## src/rtl/seq_pattern_detector_pkg.sv

```systemverilog
// Shared types and sizing for the serial pattern detector.
package seq_pattern_detector_pkg;

    localparam int MAX_PAT_LEN = 16;
    localparam int FILL_W      = $clog2(MAX_PAT_LEN + 1);

    typedef enum logic {
        FILL,
        HUNT
    } state_t;

endpackage

```

## src/rtl/sat_counter.sv

```systemverilog
// Saturating up-counter with synchronous clear; clear beats increment.
module sat_counter #(
    parameter int W = 8
) (
    input  logic         clk,
    input  logic         rst,
    input  logic         inc,
    input  logic         clr,
    output logic [W-1:0] cnt
);

    always_ff @(posedge clk or negedge rst) begin
        if (!rst)
            cnt <= '0;
        else if (clr)
            cnt <= '0;
        else if (inc && (cnt != '1))
            cnt <= cnt + 1'b1;
    end

endmodule

```

## src/rtl/seq_pattern_detector.sv

```systemverilog
// Serial bit-pattern detector with a runtime-loadable pattern, selectable
// overlapping matches and a saturating match counter.
module seq_pattern_detector
    import seq_pattern_detector_pkg::*;
#(
    parameter int                 PAT_LEN = 3,
    parameter logic [PAT_LEN-1:0] PAT_RST = 3'b101,
    parameter int                 CNT_W   = 8
) (
    input  logic               clk,
    input  logic               rst,
    input  logic               in,
    input  logic               in_valid,
    input  logic               pat_load,
    input  logic [PAT_LEN-1:0] pat,
    input  logic               overlap,
    input  logic               cnt_clr,
    output logic               det,
    output logic [CNT_W-1:0]   match_cnt,
    output logic               armed
);

    localparam logic [FILL_W-1:0] FULL = FILL_W'(PAT_LEN);

    state_t             state_r, state_nx;
    logic [PAT_LEN-1:0] pat_r, hist_r, hist_nx, hist_sh;
    logic [FILL_W-1:0]  fill_r, fill_nx, fill_inc;
    logic               accept, match;

    // A load in the same cycle as a valid bit discards the bit.
    assign accept   = in_valid && !pat_load;
    assign hist_sh  = {hist_r[PAT_LEN-2:0], in};
    assign fill_inc = (fill_r == FULL) ? FULL : fill_r + 1'b1;
    assign match    = accept && (hist_sh == pat_r) && (fill_inc == FULL);

    always_comb begin
        state_nx = state_r;
        fill_nx  = fill_r;
        hist_nx  = hist_r;
        if (pat_load) begin
            state_nx = FILL;
            fill_nx  = '0;
            hist_nx  = '0;
        end else if (accept) begin
            hist_nx = hist_sh;
            // Non-overlapping: stale history must be fully refilled first.
            if (match && !overlap) begin
                state_nx = FILL;
                fill_nx  = '0;
            end else begin
                fill_nx  = fill_inc;
                state_nx = (fill_inc == FULL) ? HUNT : FILL;
            end
        end
    end

    always_ff @(posedge clk or negedge rst) begin
        if (!rst) begin
            state_r <= FILL;
            pat_r   <= PAT_RST;
            hist_r  <= '0;
            fill_r  <= '0;
            det     <= 1'b0;
        end else begin
            state_r <= state_nx;
            hist_r  <= hist_nx;
            fill_r  <= fill_nx;
            det     <= match;
            if (pat_load)
                pat_r <= pat;
        end
    end

    assign armed = (state_r == HUNT);

    sat_counter #(.W(CNT_W)) u_match_cnt (
        .clk (clk),
        .rst (rst),
        .inc (match),
        .clr (cnt_clr),
        .cnt (match_cnt)
    );

endmodule
```

## config.mk

```make
export PLATFORM = sky130hd
export DESIGN_NAME = seq_pattern_detector
export DESIGN_NICKNAME = d
export VERILOG_FILES = /design/src/rtl/seq_pattern_detector_pkg.sv /design/src/rtl/sat_counter.sv /design/src/rtl/seq_pattern_detector.sv
export SDC_FILE = /design/constraint.sdc
export NUM_CORES = 1
export LEC_CHECK = 0
export BUFFER_PORTS_ARGS = -buffer_cell sky130_fd_sc_hd__buf_2
export CELL_PAD_IN_SITES_DETAIL_PLACEMENT = 0
export CELL_PAD_IN_SITES_GLOBAL_PLACEMENT = 2
export CORE_MARGIN = 1
export CORE_UTILIZATION = 34
export CTS_CLUSTER_DIAMETER = 40
export DETAILED_ROUTE_END_ITERATION = 10
export PLACE_DENSITY = 0.79
export SLEW_MARGIN = 10
export SYNTH_ARGS = -nofsm -noshare
export SYNTH_HDL_FRONTEND = slang
export SYNTH_HIERARCHICAL = 1
export SYNTH_SLANG_ARGS = --single-unit
```

## constraint.sdc

```tcl
create_clock -name clk -period 2.7 [get_ports clk]
set_clock_uncertainty 0.2 [all_clocks]
set_input_delay 0.135 -clock clk [delete_from_list [all_inputs] [get_ports clk]]
set_output_delay 0.135 -clock clk [all_outputs]
set_load 0.02 [all_outputs]
```

Yosys cells after proc, flatten, opt, wreduce, memory -nomap -nowiden. Cells that the tools add are included.

Bits of input ports: 10. ROM bits: 0. Memories: 0. Output and inout bits: 10. Memory bits (writable): 0. Latch bits: 0. Word-level logic and storage cells: 33. Flip-flop bits (word level): 20.

Equal/unequal tests: 4. Div/mod/pow operators: 0. Magnitude comparators: 0. Muxes and demuxes: 12. Add/sub/neg operators: 2. Multipliers: 0. Bitwise operators: 0. Reductions and logical operators: 9. Shifts and indexed selects: 0.

Operators by type and width (count): $mux 5 (4); $mux 8 (2); $eq 5x2->1 const B (2); $add 8x1->8 const B (1); $ne 8x8->1 const B (1); $add 5x1->5 const B (1); $logic_and 1x1->1 (5); $mux 1 (4); $mux 2 (2); $reduce_bool 2->1 (2); $eq 3x3->1 (1); $logic_not 1->1 (2).

Depth between registers and ports, before layout. Gate-level depths: netlist of run 1.

Depth in word-level cells: 8. Mapped depth: 9. Depth with buffers taken out: 7.

By module. Netlist of run 1, hierarchy kept.

Modules (own cells, without submodules): seq_pattern_detector (times used 1, seq. area each 302.8 µm², cells an instance 62, area each 661.9 µm²); sat_counter (times used 1, seq. area each 200.2 µm², cells an instance 49, area each 464.2 µm²).

Worst setup path after synthesis of run 1. OpenSTA, ideal clock, no wires.

Kind: register -> register. From: reg pat_r[2]. To: reg u_match_cnt.cnt[7]. Buffers on the path: 1. Period minus slack after synthesis: 2.393 ns. Cell stages (with the launch flop): 9. Setup time: 0.094 ns. Data required time: 2.406 ns. Slack: 0.307 ns. Arrival time: 2.099 ns. Cells stage by stage: dfstp_2 xnor2_1 nand2_1 or4_1 a21oi_1 buf_2 nand3_1 or3_1 a211oi_1.

Word-level cells in the longest chain between the ends: 5.

RTL lines: start: declaration (RTL line seq_pattern_detector.sv:26) `logic [PAT_LEN-1:0] pat_r, hist_r, hist_nx, hist_sh;`; start signal: assignment (RTL line seq_pattern_detector.sv:70) `pat_r <= pat;`; $eq 3x3->1 (RTL line seq_pattern_detector.sv:34) `assign match = accept && (hist_sh == pat_r) && (fill_inc == FULL);`; $logic_and 1x1->1 (2 in series) (RTL line seq_pattern_detector.sv:34); via match (RTL line seq_pattern_detector.sv:28) `logic accept, match;`; $logic_and 1x1->1 (RTL line sat_counter.sv:17) `else if (inc && (cnt != '1))`; $reduce_bool 2->1 (no source line); end signal: assignment (RTL line sat_counter.sv:18) `cnt <= cnt + 1'b1;`; end: declaration (RTL line sat_counter.sv:9) `output logic [W-1:0] cnt`.

The timed path passes the listed nets, and every way through them passes these cells. A chain may end at the register's enable or synchronous reset.

Final worst setup path of run 1.
From: in pat_load. To: reg u_match_cnt.cnt[5].

Word-level cells in the longest chain between the ends: 6.

RTL lines: start: declaration (RTL line seq_pattern_detector.sv:14) `input logic pat_load,`; $logic_not 1->1 (RTL line seq_pattern_detector.sv:31) `assign accept = in_valid && !pat_load;`; $logic_and 1x1->1 (RTL line seq_pattern_detector.sv:31); $logic_and 1x1->1 (2 in series) (RTL line seq_pattern_detector.sv:34); via match (RTL line seq_pattern_detector.sv:28); $logic_and 1x1->1 (RTL line sat_counter.sv:17); $reduce_bool 2->1 (no source line).

The timed path passes the listed nets, and every way through them passes these cells.

==> results of run 1 <==
## worst max-delay path by stage
stage                                     from                             end  slack, ns  cells after the start
final                                 pat_load  u_match_cnt/cnt[5]$_DFFE_PN0P_       0.25                      9
after global routing                  pat_load  u_match_cnt/cnt[5]$_DFFE_PN0P_       0.07                      9
after CTS                             pat_load  u_match_cnt/cnt[7]$_DFFE_PN0P_       0.18                      9
after detailed placement  pat_r[2]$_DFFE_PN1P_  u_match_cnt/cnt[5]$_DFFE_PN0P_       0.20                      7
after global placement    pat_r[2]$_DFFE_PN1P_  u_match_cnt/cnt[7]$_DFFE_PN0P_       0.26                      7
after floorplan           pat_r[2]$_DFFE_PN1P_  u_match_cnt/cnt[7]$_DFFE_PN0P_       0.31                      8
## report_power, final
part / switching, uW / total [uW] / internal, uW
clock network: 93.0 / 175 / 82.1
registers: 8.40 / 320 / 312
logic: 37.4 / 72.1 / 34.7
## kinds of logic (layout without fill, tap and decap cells)
group,count (synthesis),count (layout),synth area share (%)
compound gates,19,19,11.8
xor+xnor,6,6,4.67
fa+ha+maj,2,2,2.22
buf+inv,10,37,4.11
flops,20,20,44.7
mux,9,9,8.56
simple gates,45,45,24.0
## sequential cells by signal (all words and copies together) (netlist names)
signal and count:
det 1, armed 1, fill_r 5, u_match_cnt/cnt 8, pat_r 3, hist_r 2
## metrics by stage
stage / instance area [um^2] / setup WS (ns) / instances
2_1_floorplan: 1130 / 0.307 / 111
3_3_place_gp: 1260 / 0.258 / 170
3_5_place_dp: 1260 / 0.202 / 170
4_1_cts: 1380 / 0.182 / 182
5_1_grt: 1380 / 0.0746 / 182
6_report: 1380 / 0.246 / 182
## critical path: cells and delay by family
kind,cells,cell delay [ns]
buffers and inverters,2,0.73
and+or+nand+nor,5,0.93
AOI/OAI and AO/OA,2,0.62
## metal layers
metal  global-route usage, %  vias to the layer above  routed length, um
met5                       0                        -                  0
met4                    5.98                        0                 19
met3                    1.97                        2                 43
met2                    24.4                       11               1090
met1                    19.9                      459               1070
li1                        -                      454                  -
## cell usage in the layout (no fill, tap or decap), types with 4 or more instances in the layout
| master | n |
|---|---|
| buf_2 | 19 |
| dfrtp_1 | 18 |
| nor2_1 | 9 |
| dlygate4sd3_1 | 8 |
| nand2_1 | 6 |
| mux2_2 | 5 |
| nor3_1 | 5 |
| a21oi_1 | 5 |
| inv_1 | 4 |
| mux2i_1 | 4 |
| nand4_1 | 4 |
## final cells by class
type,instances,area [um^2],share of cell area (%)
multi-input combinational,81,581,42.1
sequential,20,503,36.4
timing repair buffer,29,190,13.8
tap,44,55.1,3.99
clock buffer,4,36.3,2.63
inverter,4,15.0,1.09
## repair_timing
action | in CTS | in global routing
gates resized for setup | 0 | 1
endpoints found under the setup margin | 0 | 2
endpoints found under the hold margin | 33 | 0
hold buffers | 8 | 0
==> impl_metrics.py, run 1 <==
metrics = {
    "run_status": {
        "status": "finished clean",
    },
    "route": {
        "drc_errors": 0,
        "vias": 926,
        "drt_first_iter_violations": 36,
        "vias_per_cell": 5.09,
        "drt.antenna.violating_nets": 0,
        "dr.pass1.iters": 4,
        "wl_per_cell_um": 12.3,
        "wirelength_mm": 2.23,
    },
    "floorplanning": {
        "die_h_um": 59.6,
        "ios": 20,
        "coreArea_um2": 3100,
        "design.die.area_um2": 3550,
        "fp-row-count": 20,
        "fp.dieW_um": 59.6,
        "start_util_pct": 36.3,
    },
    "hold_path": {
        "worstHoldStart": "overlap",
        "hold_path_class": "in2reg",
        "hold_depth": 4,
        "whs_endpoint": "fill_r[0]$_DFFE_PN0P_",
    },
    "cells_and_area": {
        "syn_to_final_growth_pct": 22.6,
        "fillers": 313,
        "post-route-util_pct": 44.5,
        "final_net_count": 151,
        "drive_gt1_share_pct": 29.0,
        "diodes": 0,
    },
    "clocking": {
        "cts_root_buffer": "clkbuf_4",
        "clock_path_buffers": 2,
        "tritoncts": "yes",
        "path_clk_slew_ns": 0.12,
        "cts_htree_levels": 1,
        "clock_latency_ns": 0.30,
        "cts_inserted_buffers": 3,
        "cts_num_sinks": 20,
        "post_cts_buffers": 0,
    },
    "synth": {
        "synth.largest_area_cell": "dfrtp_1",
        "synth-edff-count": 0,
        "synth_top_cell_area_share_pct": 40.0,
        "synth_common_cells": "18 x dfrtp_1, 9 x nor2_1, 6 x a21oi_1, 6 x nand2_1",
        "synth_cell_types": 41,
        "synthArstFlopShare_pct": 100,
        "syn_area_per_cell_um2": 10.1,
        "ys_ff_latch": 20,
        "ys_seq_area_share_pct": 44.7,
        "synthCells": 111,
        "synth-main-ff-cell": "dfrtp_1",
        "ys.warnings.count": 6,
        "netlist_top_cells_area": "dfrtp_1 40%, mux2_2 5.0%, dfstp_2 4.7%",
        "yosysMostFrequentCell": "dfrtp_1",
        "synth_nets": 123,
        "netlist_area_um2": 1130,
    },
    "timing": {
        "max_slew_margin_pct": 69.8,
        "fmax_mhz": 407,
        "worst_pin_slew_ns": 0.453,
        "setup_tns_ns": 0,
        "fin_crit_ns": 2.45,
        "final_hold_viol_count": 0,
        "setup_viol": 0,
        "min_period_over_period_pct": 90.9,
        "whs_ns": 0.0207,
        "slew_violations": 0,
        "rsz0062_at_grt": "no",
    },
    "setup_path": {
        "worstReg2RegStart": "pat_r[2]$_DFFE_PN1P_",
        "critPathMaxFanout": 10,
        "end_kind": "register",
        "r2r_end": "u_match_cnt/cnt[5]$_DFFE_PN0P_",
        "r2r_slack_ns": 0.28,
        "critPathSlowestCell": "dlygate4sd3_1",
        "worstSetupPathType": "in2reg",
        "rr_worst_depth": 7,
        "crit_required_ns": 2.68,
        "cp-start-kind": "input pin",
        "crit_chain": "dlygate4sd3_1, buf_2, nor2b_4, nand2_1, or4_1, a21oi_2, nand3_1, a2111oi_0, nor3b_1",
        "cp.arrival_ns": 2.43,
        "cp_slowest_stage_delay_ns": 0.53,
    },
    "grt": {
        "grt.total_usage_pct": 14.9,
        "grt_max_degree": 21,
        "grt_pass1_wl_mm": 3.96,
        "gr-total-overflow": 0,
        "antenna_found_initial": 0,
        "grt_pass1_vias": 917,
    },
    "run": {
        "maxCapViolCount": 0,
    },
    "placement": {
        "io_buffers": 19,
        "dp_hpwl_mm": 1.63,
        "gp_congestion": 0.736,
    },
    "pwr": {
        "p_total_uw": 567,
        "peakVddDrop_uv": 210,
        "p_per_area_nw_per_um2": 411,
        "p_leak_uw": 0.000607,
    },
}
No activity file was read; power rests on OpenSTA's default activity.
==> inputs of run 2 (changes only) <==
==> constraint.sdc (replaced) <==
create_clock -name clk -period 2.7 [get_ports clk]
set_clock_uncertainty 0.2 [all_clocks]
set_input_delay 0.54 -clock clk [delete_from_list [all_inputs] [get_ports clk]]
set_output_delay 0.54 -clock clk [all_outputs]
set_load 0.02 [all_outputs]
==> impl_metrics.py, run 2 (synthesis gave the netlist of run 1 again) <==
metrics = {
    "run_status": {
        "status": "finished clean",
    },
    "cells_and_area": {
        "finalNonFillerCells": 176,
        "drive_gt1_share_pct": 31.1,
        "reg_top3": "u_match_cnt/cnt x8, fill_r x5, pat_r x3",
        "largest_register_ff_count": 8,
        "diodes": 0,
        "regMostFlops": "u_match_cnt/cnt",
        "final_net_count": 146,
        "stdcell_area_um2": 1320,
        "layout_common_cells": "19 x buf_2, 18 x dfrtp_1, 9 x nor2_1, 6 x nand2_1",
        "post-route-util_pct": 42.6,
        "final_common_cell": "buf_2",
        "syn_to_final_growth_pct": 17.3,
    },
    "route": {
        "wl_met3_um": 66,
        "vias": 910,
        "wl_per_cell_um": 13.1,
        "drt.antenna.violating_nets": 0,
        "dr.pass1.iters": 4,
        "routedLengthMet1_mm": 1.18,
        "dr_wl_met2_mm": 1.03,
        "drt_first_iter_violations": 32,
        "wirelength_mm": 2.30,
        "top_layer": "met4",
        "vias_per_cell": 5.17,
        "drc_errors": 0,
    },
    "clocking": {
        "cts_num_sinks": 20,
        "cts_root_buffer": "clkbuf_4",
        "path_clk_slew_ns": 0.11,
        "clock_path_buffers": 2,
        "clock_latency_ns": 0.30,
        "cts_inserted_buffers": 3,
        "cts_htree_levels": 1,
        "tritoncts": "yes",
    },
    "grt": {
        "gr-total-overflow": 0,
        "grt_pass1_vias": 874,
        "grt_pass1_wl_mm": 3.93,
        "grt.total_usage_pct": 14.5,
        "grt_max_degree": 21,
        "antenna_found_initial": 0,
    },
    "hold_path": {
        "hold_path_class": "in2reg",
    },
    "setup_path": {
        "worstSetupPathType": "reg2reg",
        "cp-start-kind": "register",
        "cp.arrival_ns": 2.50,
        "critPathMaxFanout": 5,
        "end_kind": "register",
        "crit_required_ns": 2.71,
    },
    "floorplanning": {
        "start_util_pct": 36.3,
        "coreArea_um2": 3100,
        "design.die.area_um2": 3550,
        "die_h_um": 59.6,
        "ios": 20,
        "fp.dieW_um": 59.6,
        "fp-row-count": 20,
    },
    "placement": {
        "dp_hpwl_mm": 1.66,
        "gp_congestion": 0.702,
        "dp_cells": 172,
        "io_buffers": 19,
        "placedInstanceArea_um2": 1270,
    },
    "timing": {
        "slew_violations": 0,
        "rsz0062_at_grt": "no",
        "min_period_over_period_pct": 92.2,
        "setup_viol": 0,
        "fin_crit_ns": 2.49,
        "worst_pin_slew_ns": 0.447,
        "fmax_mhz": 402,
        "setup_tns_ns": 0,
        "max_slew_margin_pct": 70.2,
        "final_hold_viol_count": 0,
    },
    "pwr": {
        "p_per_area_nw_per_um2": 400,
        "p_leak_uw": 0.000579,
        "peakVddDrop_uv": 216,
    },
    "run": {
        "maxCapViolCount": 0,
    },
}
==> run 2: cell count changes in the layout (fill, tap and decap cells not counted), sizes merged <==
cell,change
buf,+2
clkbuf,-1
dlygate4sd3,-7
==> run 2: report_power, final <==
| part | internal (uW) | switching [uW] |
|---|---|---|
| clock network | 51.9 | 88.4 |
| registers | 312 | 8.14 |
| logic | 30.4 | 37.3 |
==> run 2: final timing paths <==
kind                                      start  cells past startpoint                              to  slack (ns)
min in group asynchronous                   rst                      2           hist_r[1]$_DFFE_PN0P_        0.53
min                                      pat[1]                      2            pat_r[1]$_DFFE_PN0P_        0.26
max reg2reg                pat_r[2]$_DFFE_PN1P_                      7  u_match_cnt/cnt[7]$_DFFE_PN0P_        0.21
min reg2reg                   armed$_DFFE_PN0P_                      1               armed$_DFFE_PN0P_        0.32
max in group asynchronous                   rst                      2            pat_r[0]$_DFFE_PN1P_        1.43
max                        pat_r[2]$_DFFE_PN1P_                      7  u_match_cnt/cnt[7]$_DFFE_PN0P_        0.21
==> run 2: layout make-up <==
type,instances,area (um^2)
Fill cell,338,1780
Multi-Input combinational cell,81,591
Inverter,4,15.0
Timing Repair Buffer,24,135
Sequential cell,20,503
Tap cell,44,55.1
Clock buffer,3,22.5
==> run 2: per-layer routing <==
layer,vias up,track usage [%]
li1,446,-
met1,443,20.6
met2,17,22.2
met3,4,2.18
met4,0,5.98
met5,-,0
==> run 2: worst max-delay path, cell delays in order, from the launching register on <==
cell and delay [ns]:
dfstp_2 0.55, xnor2_1 0.14, nand2_1 0.08, or4_1 0.49
a21oi_2 0.21, nand3_1 0.17, or3_1 0.34, a211oi_1 0.23
==> run 2: timing repair <==
action                                  CTS  global route
endpoints found under the setup margin    0             2
buffers inserted                          0             0
gates resized for setup                   0             3
endpoints found under the hold margin    18             0
hold buffers                              1             0
==> run 2: metrics by stage <==
stage / total power [uW] / setup WS, ns / hold slack [ns]
after floorplan: 367 / 0.121 / 0.0444
after global placement: 391 / 0.120 / 0.306
after detailed placement: 392 / 0.0255 / 0.298
after CTS: 539 / 0.102 / 0.252
after global routing: 558 / 0.0373 / 0.251
final: 528 / 0.212 / 0.265
==> inputs of run 3 (changes only) <==
CORE_UTILIZATION = 36   (was 34)
PLACE_DENSITY = 0.83   (was 0.79)
clock period = 3.18 ns   (was 2.7 ns; I/O delays follow)
==> impl_metrics.py, run 3 (synthesis gave the netlist of run 1 again) <==
metrics = {
    "timing": {
        "final_hold_viol_count": 0,
        "fmax_mhz": 388,
        "slew_violations": 0,
        "setup_tns_ns": 0,
        "min_period_over_period_pct": 81.0,
        "fin_crit_ns": 2.57,
        "worst_pin_slew_ns": 0.445,
        "max_slew_margin_pct": 70.3,
        "setup_viol": 0,
        "layout_setup_ws_ns": 0.605,
        "rsz0062_at_grt": "no",
    },
    "route": {
        "wl_per_cell_um": 13.4,
        "drt.antenna.violating_nets": 0,
        "drc_errors": 0,
        "vias": 859,
        "wirelength_mm": 2.15,
        "vias_per_cell": 5.37,
        "drt_first_iter_violations": 37,
        "dr.pass1.iters": 6,
    },
    "placement": {
        "dp_cells": 156,
        "post-place-ws_ns": 0.291,
        "dp_hpwl_mm": 1.67,
        "gp_congestion": 0.780,
        "io_buffers": 19,
    },
    "setup_path": {
        "timing.critical_path.buf_inv": 0,
        "worstSetupPathType": "reg2reg",
        "cp-start-kind": "register",
        "critPathSlowestCell": "dfstp_2",
        "cp_slowest_stage_delay_ns": 0.56,
        "r2r_end": "u_match_cnt/cnt[7]$_DFFE_PN0P_",
        "critical-path-top-delay-family": "simple AND/OR/NAND/NOR gates",
        "end_kind": "register",
        "critPathMaxFanout": 6,
        "worstReg2RegStart": "pat_r[2]$_DFFE_PN1P_",
        "r2r_slack_ns": 0.61,
        "crit_chain": "xnor2_1, nand2_1, or4_1, a21oi_1, nand3_1, or3_1, a211oi_1",
        "crit_required_ns": 3.19,
        "cp.arrival_ns": 2.59,
        "rr_worst_depth": 7,
    },
    "cells_and_area": {
        "fillers": 298,
        "syn_to_final_growth_pct": 14.4,
        "regMostFlops": "u_match_cnt/cnt",
        "diodes": 0,
        "largest_register_ff_count": 8,
        "final_common_cell": "buf_2",
        "layout_common_cells": "19 x buf_2, 18 x dfrtp_1, 9 x nor2_1, 6 x nand2_1, 6 x a21oi_1",
        "reg_top3": "u_match_cnt/cnt x8, fill_r x5, pat_r x3",
        "finalNonFillerCells": 160,
        "final_net_count": 142,
        "drive_gt1_share_pct": 29.5,
    },
    "run_status": {
        "status": "finished clean",
    },
    "clocking": {
        "tritoncts": "yes",
        "clock_path_buffers": 2,
        "post_cts_resized": 0,
        "cts_hold_buf": 0,
        "cts_htree_levels": 1,
        "post_cts_buffers": 0,
        "cts_inserted_buffers": 3,
        "path_clk_slew_ns": 0.11,
        "cts_num_sinks": 20,
        "clock_latency_ns": 0.30,
        "cts_root_buffer": "clkbuf_4",
    },
    "grt": {
        "grt.total_usage_pct": 14.6,
        "grt_max_degree": 21,
        "grt_pass1_wl_mm": 3.73,
        "antenna_found_initial": 0,
        "grt_pass1_vias": 774,
        "gr-total-overflow": 0,
    },
    "floorplanning": {
        "fp-row-count": 19,
        "fp.dieW_um": 57.9,
        "design.die.area_um2": 3360,
        "coreArea_um2": 2850,
        "start_util_pct": 39.5,
        "ios": 20,
        "die_h_um": 57.9,
    },
    "pwr": {
        "p_leak_uw": 0.000573,
        "peakVddDrop_uv": 309,
        "p_per_area_nw_per_um2": 411,
    },
    "hold_path": {
        "hold_path_class": "in2async",
    },
    "run": {
        "maxCapViolCount": 0,
    },
}
run 3: cell count changes in the layout (fill, tap and decap cells not counted), sizes merged:
cell	before	now
buf	23	20
dlygate4sd3	1	0
bufinv	0	1
run 3: how the worst max path moves through the flow:
| stage | startpoint | end | depth (start not counted) |
|---|---|---|---|
| floorplan | pat_load | u_match_cnt/cnt[7]$_DFFE_PN0P_ | 9 |
| global placement | in_valid | u_match_cnt/cnt[7]$_DFFE_PN0P_ | 8 |
| detailed placement | in_valid | u_match_cnt/cnt[7]$_DFFE_PN0P_ | 8 |
| CTS | pat_r[2]$_DFFE_PN1P_ | u_match_cnt/cnt[7]$_DFFE_PN0P_ | 7 |
| global route | fill_r[0]$_DFFE_PN0P_ | u_match_cnt/cnt[5]$_DFFE_PN0P_ | 7 |
| finish | pat_r[2]$_DFFE_PN1P_ | u_match_cnt/cnt[7]$_DFFE_PN0P_ | 7 |
run 3: area by class of cell:
| class | count | area (um^2) | share of cell area [%] |
|---|---|---|---|
| Clock buffer | 3 | 22.5 | 1.75 |
| Clock inverter | 1 | 30.0 | 2.33 |
| Inverter | 4 | 15.0 | 1.17 |
| Multi-Input combinational cell | 81 | 577 | 44.8 |
| Sequential cell | 20 | 503 | 39.0 |
| Tap cell | 31 | 38.8 | 3.01 |
| Timing Repair Buffer | 20 | 103 | 7.96 |
run 3: metal layers:
| layer | part of all wire [%] | GRT usage, % |
|---|---|---|
| met1 | 49 | 21.4 |
| met2 | 45 | 21.5 |
| met3 | 5.1 | 4.69 |
| met4 | 0.47 | 2.04 |
| met5 | 0 | 0 |
run 3: per-stage QoR:
stage	area (um^2)	total power, uW	hold slack [ns]	util (%)
finish	1290	530	0.0633	45.2
global route	1290	556	0.0780	45.2
detailed placement	1240	332	0.312	43.3
CTS	1290	541	0.0693	45.2
global placement	1240	330	0.302	43.3
floorplan	1130	312	0.140	-
run 3: report_power, final:
part | total, uW | internal [uW] | switching [uW]
logic | 52.7 | 22.9 | 29.8
clock network | 204 | 127 | 77.1
registers | 273 | 265 | 8.04
